<file path="src/rtl/alu_mdu_seq.sv">
// Sequential execute-stage ALU with valid/ready handshake, single-cycle logic/arith ops
// and iterative shift-add multiply / restoring divide.
module alu_mdu_seq #(
    parameter int WIDTH = 32,
    parameter int CNT_W = 6
) (
    input  logic             clk,
    input  logic             rst,
    input  logic             in_valid,
    output logic             in_ready,
    input  logic [WIDTH-1:0] A,
    input  logic [WIDTH-1:0] B,
    input  logic [3:0]       ALUControl,
    output logic             out_valid,
    input  logic             out_ready,
    output logic [WIDTH-1:0] Result,
    output logic             Z,
    output logic             N,
    output logic             C,
    output logic             V
);

    localparam int SH_W = $clog2(WIDTH);

    localparam logic [1:0] S_IDLE = 2'd0;
    localparam logic [1:0] S_BUSY = 2'd1;
    localparam logic [1:0] S_DONE = 2'd2;

    logic [1:0]       state_q, state_d;
    logic [3:0]       op_q, op_d;
    logic [CNT_W-1:0] cnt_q, cnt_d;
    logic [WIDTH-1:0] opnd_q, opnd_d;
    logic [WIDTH-1:0] acc_q, acc_d;
    logic [WIDTH-1:0] lo_q, lo_d;
    logic [WIDTH-1:0] res_q, res_d;
    logic             z_q, z_d, n_q, n_d, c_q, c_d, v_q, v_d;

    logic             is_sub;
    logic [WIDTH:0]   sum_ext;
    logic [SH_W-1:0]  shamt;
    logic [WIDTH-1:0] alu_res;
    logic             alu_c, alu_v;

    logic [WIDTH:0]   mul_sum;
    logic [WIDTH:0]   rem_sh;
    logic [WIDTH+1:0] div_diff;
    logic [WIDTH-1:0] step_acc, step_lo;
    logic             op_is_div;

    assign in_ready  = (state_q == S_IDLE);
    assign out_valid = (state_q == S_DONE);
    assign Result    = res_q;
    assign Z         = z_q;
    assign N         = n_q;
    assign C         = c_q;
    assign V         = v_q;

    always_comb begin
        is_sub  = (ALUControl == 4'b0001);
        sum_ext = {1'b0, A} + {1'b0, (is_sub ? ~B : B)} + {{WIDTH{1'b0}}, is_sub};
        shamt   = B[SH_W-1:0];
        alu_res = '0;
        alu_c   = 1'b0;
        alu_v   = 1'b0;
        case (ALUControl)
            4'b0000, 4'b0001: begin
                alu_res = sum_ext[WIDTH-1:0];
                alu_c   = sum_ext[WIDTH];
                alu_v   = (sum_ext[WIDTH-1] ^ A[WIDTH-1]) & ~(A[WIDTH-1] ^ B[WIDTH-1] ^ is_sub);
            end
            4'b0010: alu_res = A & B;
            4'b0011: alu_res = A | B;
            4'b0100: alu_res = A ^ B;
            4'b0101: alu_res = {{(WIDTH-1){1'b0}}, ($signed(A) < $signed(B))};
            4'b0110: alu_res = {{(WIDTH-1){1'b0}}, (A < B)};
            4'b0111: alu_res = A << shamt;
            4'b1000: alu_res = A >> shamt;
            4'b1001: alu_res = $signed(A) >>> shamt;
            default: alu_res = '0;
        endcase
    end

    // One iteration: multiply shifts {acc,lo} right after a conditional add, divide shifts
    // {acc,lo} left and subtracts when the partial remainder covers the divisor.
    always_comb begin
        op_is_div = (op_q[3:1] == 3'b110);
        mul_sum   = {1'b0, acc_q} + (lo_q[0] ? {1'b0, opnd_q} : {(WIDTH+1){1'b0}});
        rem_sh    = {acc_q, lo_q[WIDTH-1]};
        div_diff  = {1'b0, rem_sh} - {2'b00, opnd_q};
        if (op_is_div) begin
            if (!div_diff[WIDTH+1]) begin
                step_acc = div_diff[WIDTH-1:0];
                step_lo  = {lo_q[WIDTH-2:0], 1'b1};
            end else begin
                step_acc = rem_sh[WIDTH-1:0];
                step_lo  = {lo_q[WIDTH-2:0], 1'b0};
            end
        end else begin
            step_acc = mul_sum[WIDTH:1];
            step_lo  = {mul_sum[0], lo_q[WIDTH-1:1]};
        end
    end

    always_comb begin
        state_d = state_q;
        op_d    = op_q;
        cnt_d   = cnt_q;
        opnd_d  = opnd_q;
        acc_d   = acc_q;
        lo_d    = lo_q;
        res_d   = res_q;
        c_d     = c_q;
        v_d     = v_q;
        case (state_q)
            S_IDLE: begin
                if (in_valid) begin
                    op_d = ALUControl;
                    if (ALUControl[3:2] == 2'b10 && ALUControl[1:0] != 2'b00 &&
                        ALUControl[1:0] != 2'b01 || ALUControl[3:1] == 3'b101 ||
                        ALUControl[3:1] == 3'b110) begin
                        state_d = S_BUSY;
                        cnt_d   = '0;
                        acc_d   = '0;
                        opnd_d  = (ALUControl[3:1] == 3'b110) ? B : A;
                        lo_d    = (ALUControl[3:1] == 3'b110) ? A : B;
                    end else begin
                        state_d = S_DONE;
                        res_d   = alu_res;
                        c_d     = alu_c;
                        v_d     = alu_v;
                    end
                end
            end
            S_BUSY: begin
                acc_d = step_acc;
                lo_d  = step_lo;
                cnt_d = cnt_q + CNT_W'(1);
                if (cnt_q == CNT_W'(WIDTH-1)) begin
                    state_d = S_DONE;
                    res_d   = op_q[0] ? step_acc : step_lo;
                    c_d     = 1'b0;
                    v_d     = 1'b0;
                end
            end
            S_DONE: begin
                if (out_ready) state_d = S_IDLE;
            end
            default: state_d = S_IDLE;
        endcase
        z_d = (state_q == S_DONE) ? z_q : (res_d == '0);
        n_d = (state_q == S_DONE) ? n_q : res_d[WIDTH-1];
        if (state_d != S_DONE || state_q == S_DONE) begin
            z_d = z_q;
            n_d = n_q;
        end
    end

    always_ff @(posedge clk) begin
        if (rst) begin
            state_q <= S_IDLE;
            op_q    <= '0;
            cnt_q   <= '0;
            opnd_q  <= '0;
            acc_q   <= '0;
            lo_q    <= '0;
            res_q   <= '0;
            z_q     <= 1'b0;
            n_q     <= 1'b0;
            c_q     <= 1'b0;
            v_q     <= 1'b0;
        end else begin
            state_q <= state_d;
            op_q    <= op_d;
            cnt_q   <= cnt_d;
            opnd_q  <= opnd_d;
            acc_q   <= acc_d;
            lo_q    <= lo_d;
            res_q   <= res_d;
            z_q     <= z_d;
            n_q     <= n_d;
            c_q     <= c_d;
            v_q     <= v_d;
        end
    end

endmodule

</file>
<file path="config.mk">
export PLATFORM = sky130hd
export DESIGN_NAME = alu_mdu_seq
export DESIGN_NICKNAME = d
export VERILOG_FILES = /design/src/rtl/alu_mdu_seq.sv
export SDC_FILE = /design/constraint.sdc
export NUM_CORES = 1
export LEC_CHECK = 0
export ABC_CLOCK_PERIOD_IN_PS = 4600
export BUFFER_PORTS_ARGS = -buffer_cell sky130_fd_sc_hd__buf_2
export CAP_MARGIN = 40
export CORE_MARGIN = 4
export CORE_UTILIZATION = 37
export CTS_CLUSTER_SIZE = 16
export DETAILED_ROUTE_END_ITERATION = 8
export PLACE_DENSITY_LB_ADDON = 0.1
export SLEW_MARGIN = 10
export SYNTH_ARGS = -nofsm -noshare
export SYNTH_HDL_FRONTEND = slang
export SYNTH_SLANG_ARGS = --single-unit
</file>
<file path="constraint.sdc">
create_clock -name clk -period 4.6 [get_ports clk]
set_input_delay 0.46 -clock clk [delete_from_list [all_inputs] [get_ports clk]]
set_output_delay 0.46 -clock clk [all_outputs]
set_load 0.02 [all_outputs]
</file>
======== Yosys cells after proc, flatten, opt, wreduce, memory -nomap -nowiden ========
Cells that the tools add are included.
word-level totals
  bits in registers ....................... 144
  bits of input ports ..................... 72
cells by class
  $add $sub $neg .......................... 5
  order comparisons ....................... 2
  eq/ne operators ......................... 22
  shift operators ......................... 3
  multiplexer cells ....................... 37
  bitwise operators ....................... 11
  reductions and logical operators ........ 16
operators with widths
  cell                  count
  $mux W32              15
  $pmux W32 S9          1
  $pmux W32 S2          3
  $add A32 B32 Y33      2
  $lt A32 B32 Y1        2
  $sub A33 B32 Y34      1
  $add A33 B1 Y33       1
  $and A32 B32 Y32      1
  $logic_not A32 Y1     1
  $not A32 Y32          1
  $or A32 B32 Y32       1
  $shl A32 B5 Y32       1
  $shr A32 B5 Y32       1
  $sshr A32 B5 Y32      1
  $xor A32 B32 Y32      1
  $eq A4 B3 Y1 const B  4
  $mux W6               2
  $pmux W6 S2           1
  $eq A3 B3 Y1 const B  3
  $eq A4 B2 Y1 const B  2
  $eq A4 B4 Y1 const B  2
  $mux W1               8
  $mux W2               4
  $ne A2 B2 Y1 const B  4
  other kinds (20)      33

======== Depth between registers and ports, before layout ========
  depth after elaboration ................. 12
  gate-level depth with buffers ........... 22

======== Least setup slack after synthesis ========
Ideal clock, no wire load.
  path type ............................... input-to-reg
  start point ............................. in B[2]
  end point ............................... reg z_q (netlist: Z)
  setup time .............................. 0.069 ns
  data arrival time ....................... 4.702 ns
  path slack .............................. -0.171 ns
  stages on the path ...................... 21
  path buffers ............................ 6
  path through ............................ buf_2 -> buf_2 -> buf_2 -> inv_2 -> buf_2 -> buf_2 -> buf_2 -> xnor2_1 -> ha_1 -> or3b_1 -> o211a_1 -> o31a_2 -> o21ai_2 -> a41o_1 -> xor2_1 -> a211o_1 -> a2111oi_0 -> nand4b_1 -> nor4_1 -> nand3_1 -> o21ai_1
on the way
  cells in the longest elaborated chain, start to end .. 9
  elaborated cells on any way between the ends .. 17
  those cells by class .................... add/sub (2); order compare (2); shift (3); mux (5); bitwise (4); reduce/logical (1)
ends and longest elaborated chain
  item                   RTL line  text
  from (decl)            12        input logic [WIDTH-1:0] B,
  $not A32 Y32           60        sum_ext = {1'b0, A} + {1'b0, (is_sub ? ~B : B)} + {{WIDTH{1'b0}}, is_sub};
  $mux W32               60
  $add A32 B32 Y33       60
  $add A33 B1 Y33        60
  $pmux W32 S9 (*)       65        case (ALUControl)
  $mux W32 (*)           118       if (ALUControl[3:2] == 2'b10 && ALUControl[1:0] != 2'b00 &&
  $mux W32 (*)           116       if (in_valid) begin
  $pmux W32 S2 (*)       114       case (state_q)
  $logic_not A32 Y1 (*)  150       z_d = (state_q == S_DONE) ? z_q : (res_d == '0);
  to (signal assigned)   179       z_q <= z_d;
  to (decl)              36        logic z_q, z_d, n_q, n_d, c_q, c_d, v_q, v_d;
Mark *: on every way between the ends. The rest lies on a longest branch, timed or not.
A chain may end at the register's enable or synchronous reset.

======== Worst setup path in the final report ========
  start point ............................. reg opnd_q[10]
  end point ............................... reg z_q (netlist: Z)
on the way
  cells in the longest elaborated chain, start to end .. 7
  elaborated cells on any way between the ends .. 11
  those cells by class .................... add/sub (2); mux (8); reduce/logical (1)
ends and longest elaborated chain
  item                                          RTL line  text
  from (decl)                                   32        logic [WIDTH-1:0] opnd_q, opnd_d;
  from (signal assigned)                        175       opnd_q <= opnd_d;
  $sub A33 B32 Y34 or $mux W32 (tied branches)  89, 87
  $mux W1 (tied with other cells)               91        if (!div_diff[WIDTH+1]) begin
  $mux W32                                      90        if (op_is_div) begin
  $mux W32 (*)                                  140       res_d = op_q[0] ? step_acc : step_lo;
  $mux W32 (*)                                  138       if (cnt_q == CNT_W'(WIDTH-1)) begin
  $pmux W32 S2 (*)                              114
  $logic_not A32 Y1 (*)                         150
Marked as above.

==> impl_results.md <==
* Internal at 0.003048 W
* Num CTS Buffers at 17
* Worst-margin pin slew at 1.023 ns
* Post-synthesis sequential area ratio at 0.1379
* Tot GR Track Use at 0.3663
* Clock buffer depth at 2
* Combinational Power Share at 0.478
* Port Buf Inserts at 109
* Final WL at 114800 um
* DIE AREA at 0.06035 mm2
* Clock sink count at 144
* H-tree Lvls at 4
* Via count at 24890
* Synthesis warning total at 0
* Die X at 245.7 um
* Core box area at 0.05552 mm2
* Hold Crit Class: primary input to flip-flop
* Number of synthesized flops with an enable pin at 0
* Worst-path clk slew at 0.07 ns
* First-pass GRT wire length at 165200 um
* RSZ-0062 raised after global routing: false
* Sw Ratio at 0.4346
* Io pins at 110
* Worst hold path depth at 3
* Post-DRT Antenna Nets at 0
* Worst reg2reg endpoint: Z$_SDFFE_PP0P_
* Reg power frac at 0.254
* Critical R2R Launch: opnd_q[10]$_SDFFE_PP0P_
* DP HPWL at 91560 um
* Syn_nets at 3202
* Synth async-reset ratio at 0
* Final setup fails at 0
* WHS Endpoint: state_q[1]$_SDFF_PP0_
* CP Max Fanout at 14
* CP Capture Type: flip-flop
* Commonest non-fill, non-tap cell in the layout: nand2_1
* Status: complete, no violations
* CTS tree: done
* Antenna violations before repair at 5
* Per-cell routed wire length at 29.18 um
* Synthesized area per cell at 7.123 um2
* Final nets at 3437
* WP data arrival at 4.82 ns
* Synth Flop Type: dfxtp_1
* Leak at 10.76 nW
* Worst setup SP type: flip-flop
* Maximum vdd drop at 0.2863 mV
* Pwr Density at 217.5 mW/mm2
* Clk Latency, worst-skew pair at 0.45 ns
* Vias/cell at 6.327
* Worst slew margin at 0.3182
* R2r setup slk at 0.16 ns
* Yosys cell types at 106
* Psw at 0.002343 W
* Max-Cap Viols at 0
* Worst reg-to-reg path cell count at 17
* Crit Path Category: flip-flop to flip-flop
* Util after Layout at 0.4465
* GRT Residual Overflow at 0
* First-pass DRT Iterations at 5
* Fin. Hold Viols at 0
* Cts-stage hold buffer count at 0
* F_max at 225.3 MHz
* Final Critical Period at 4.438 ns
* Effective utilization at floorplan at 0.3764
* Final worst-path cycle share at 0.9647
* Number of global-route vias before repair at 23680
* Clock Tree Root: clkbuf_16
* Share of cells above drive strength 1 at 0.1892
* Clock Skew at 0.01090 ns
* Routability cong. at 1.076
* Critical Path RT at 4.99 ns
* Synth Instances at 2934
* Yosys reg bits at 144
* Initial DRC count at 2817
* Cell row count at 86
* Mapped Area at 0.02090 mm2
* Largest net degree at the start of global routing at 82
* Slew Viols, Final at 0
* # DRC at 0
* Setup TNS Final at 0 ns
* Die Y at 245.7 um
* Synthesis-to-layout area growth at 18.62%
* Clock Power Share at 0.267
* Commonest non-fill, non-tap cells in the layout: nand2_1, nor2_1, buf_4
* Hold Startpoint: out_ready
worst max-delay path, cell delays in order, from the launching register on:
cell and delay (ns):
dfxtp_1 0.41, inv_1 0.06, ha_1 0.37, a21oi_1 0.29, o21ai_0 0.18, a21oi_4 0.29
a31oi_4 0.14, buf_4 0.19, a211oi_4 0.48, buf_4 0.32, o21ai_0 0.21, o221ai_1 0.29
buf_4 0.18, o2111ai_1 0.19, nor3_2 0.31, and4b_1 0.23, nand3_1 0.08, o21ai_1 0.14
final cells by class:
cell class	count	area [um2]
Sequential cell	144	2884
Clock inverter	13	145.1
Clock buffer	19	442.9
Antenna cell	4	10.01
Inverter	141	529.3
Multi-Input combinational cell	2419	16600
Tap cell	748	935.9
Fill cell	5798	30730
Timing Repair Buffer	446	3238
power by group through the flow:
stage / clock, W / sequential, W / combinational, W
floorplan: 0 / 0.00138 / 0.00141
global placement: 0 / 0.00140 / 0.00249
detailed placement: 0 / 0.00140 / 0.00249
CTS: 0.00145 / 0.00137 / 0.00251
global route: 0.00149 / 0.00137 / 0.00273
finish: 0.00144 / 0.00137 / 0.00258
synth_stat cells, drive strengths merged, types with 35 or more instances:
library cell	instances	area, um2
nand2	351	1318
nor2	331	1242
a21oi	285	1445
ha	193	2415
o21ai	168	855.8
clkbuf	164	615.6
dfxtp	144	2883
inv	140	525.5
nand3	89	445.4
xnor2	78	683.2
mux2i	72	720.7
buf	65	370.4
a211oi	52	395.4
mux4	51	1152
o211ai	50	375.4
and2	46	287.8
a31oi	41	271.5
nor3	38	190.2
xor2	38	332.8
a21o	35	264.0
flip-flops by register name, indices dropped and copies added, names as in the netlist:
register  count
lo_q         32
state_q       2
Z             1
opnd_q       32
C             1
acc_q        32
op_q          4
Result       32
cnt_q         6
N             1
V             1
repair_timing:
item                                    in CTS  in global routing
endpoints found under the hold margin        0                  0
buffers inserted                             0                  0
endpoints found under the setup margin       1                  1
pin swaps                                    0                  1
gates resized for setup                      1                  6
layer usage:
layer / global-route usage / wire length, um / vias to the layer above
li1: - / - / 11240
met1: 0.4860 / 47730 / 12020
met2: 0.5902 / 51660 / 1370
met3: 0.04220 / 8595 / 268
met4: 0.1830 / 6797 / 2
met5: 0 / 13 / -
stage by stage:
stage / instances / hold slack [ns] / total power (W) / setup slack, ns / cell area [um2]
CTS: 3929 / 0.2745 / 0.005323 / 0.08478 / 24720
floorplan: 2934 / 0.4398 / 0.002788 / 0.008339 / 20910
detailed placement: 3897 / 0.4570 / 0.003890 / -0.2358 / 24130
global placement: 3893 / 0.4386 / 0.003885 / -0.3040 / 24090
global route: 3932 / 0.3023 / 0.005592 / 0.005813 / 24790
finish: 3934 / 0.2915 / 0.005391 / 0.1624 / 24790
logic make-up (layout without fill, tap and decap cells):
family | Yosys count | after routing | share of synthesized area
AO/OA/AOI/OAI | 928 | 928 | 0.2934
flip-flops | 144 | 144 | 0.1379
other | 0 | 4 | 0
XOR/XNOR | 116 | 116 | 0.04861
AND/OR/NAND/NOR | 1029 | 1029 | 0.2244
multiplexers | 150 | 150 | 0.1044
adder cells (fa/ha/maj) | 196 | 196 | 0.1184
buffers and inverters | 371 | 619 | 0.07292
how the worst max path moves through the flow:
stage | start | end | slack [ns]
finish | opnd_q[10]$_SDFFE_PP0P_ | Z$_SDFFE_PP0P_ | 0.16
global route | ALUControl[1] | Z$_SDFFE_PP0P_ | 0.006
CTS | lo_q[0]$_SDFFE_PP0P_ | Z$_SDFFE_PP0P_ | 0.08
detailed placement | ALUControl[1] | Z$_SDFFE_PP0P_ | -0.24
global placement | ALUControl[1] | Z$_SDFFE_PP0P_ | -0.30
floorplan | B[2] | Z$_SDFFE_PP0P_ | 0.008
Power figures use the tool's default switching activity.
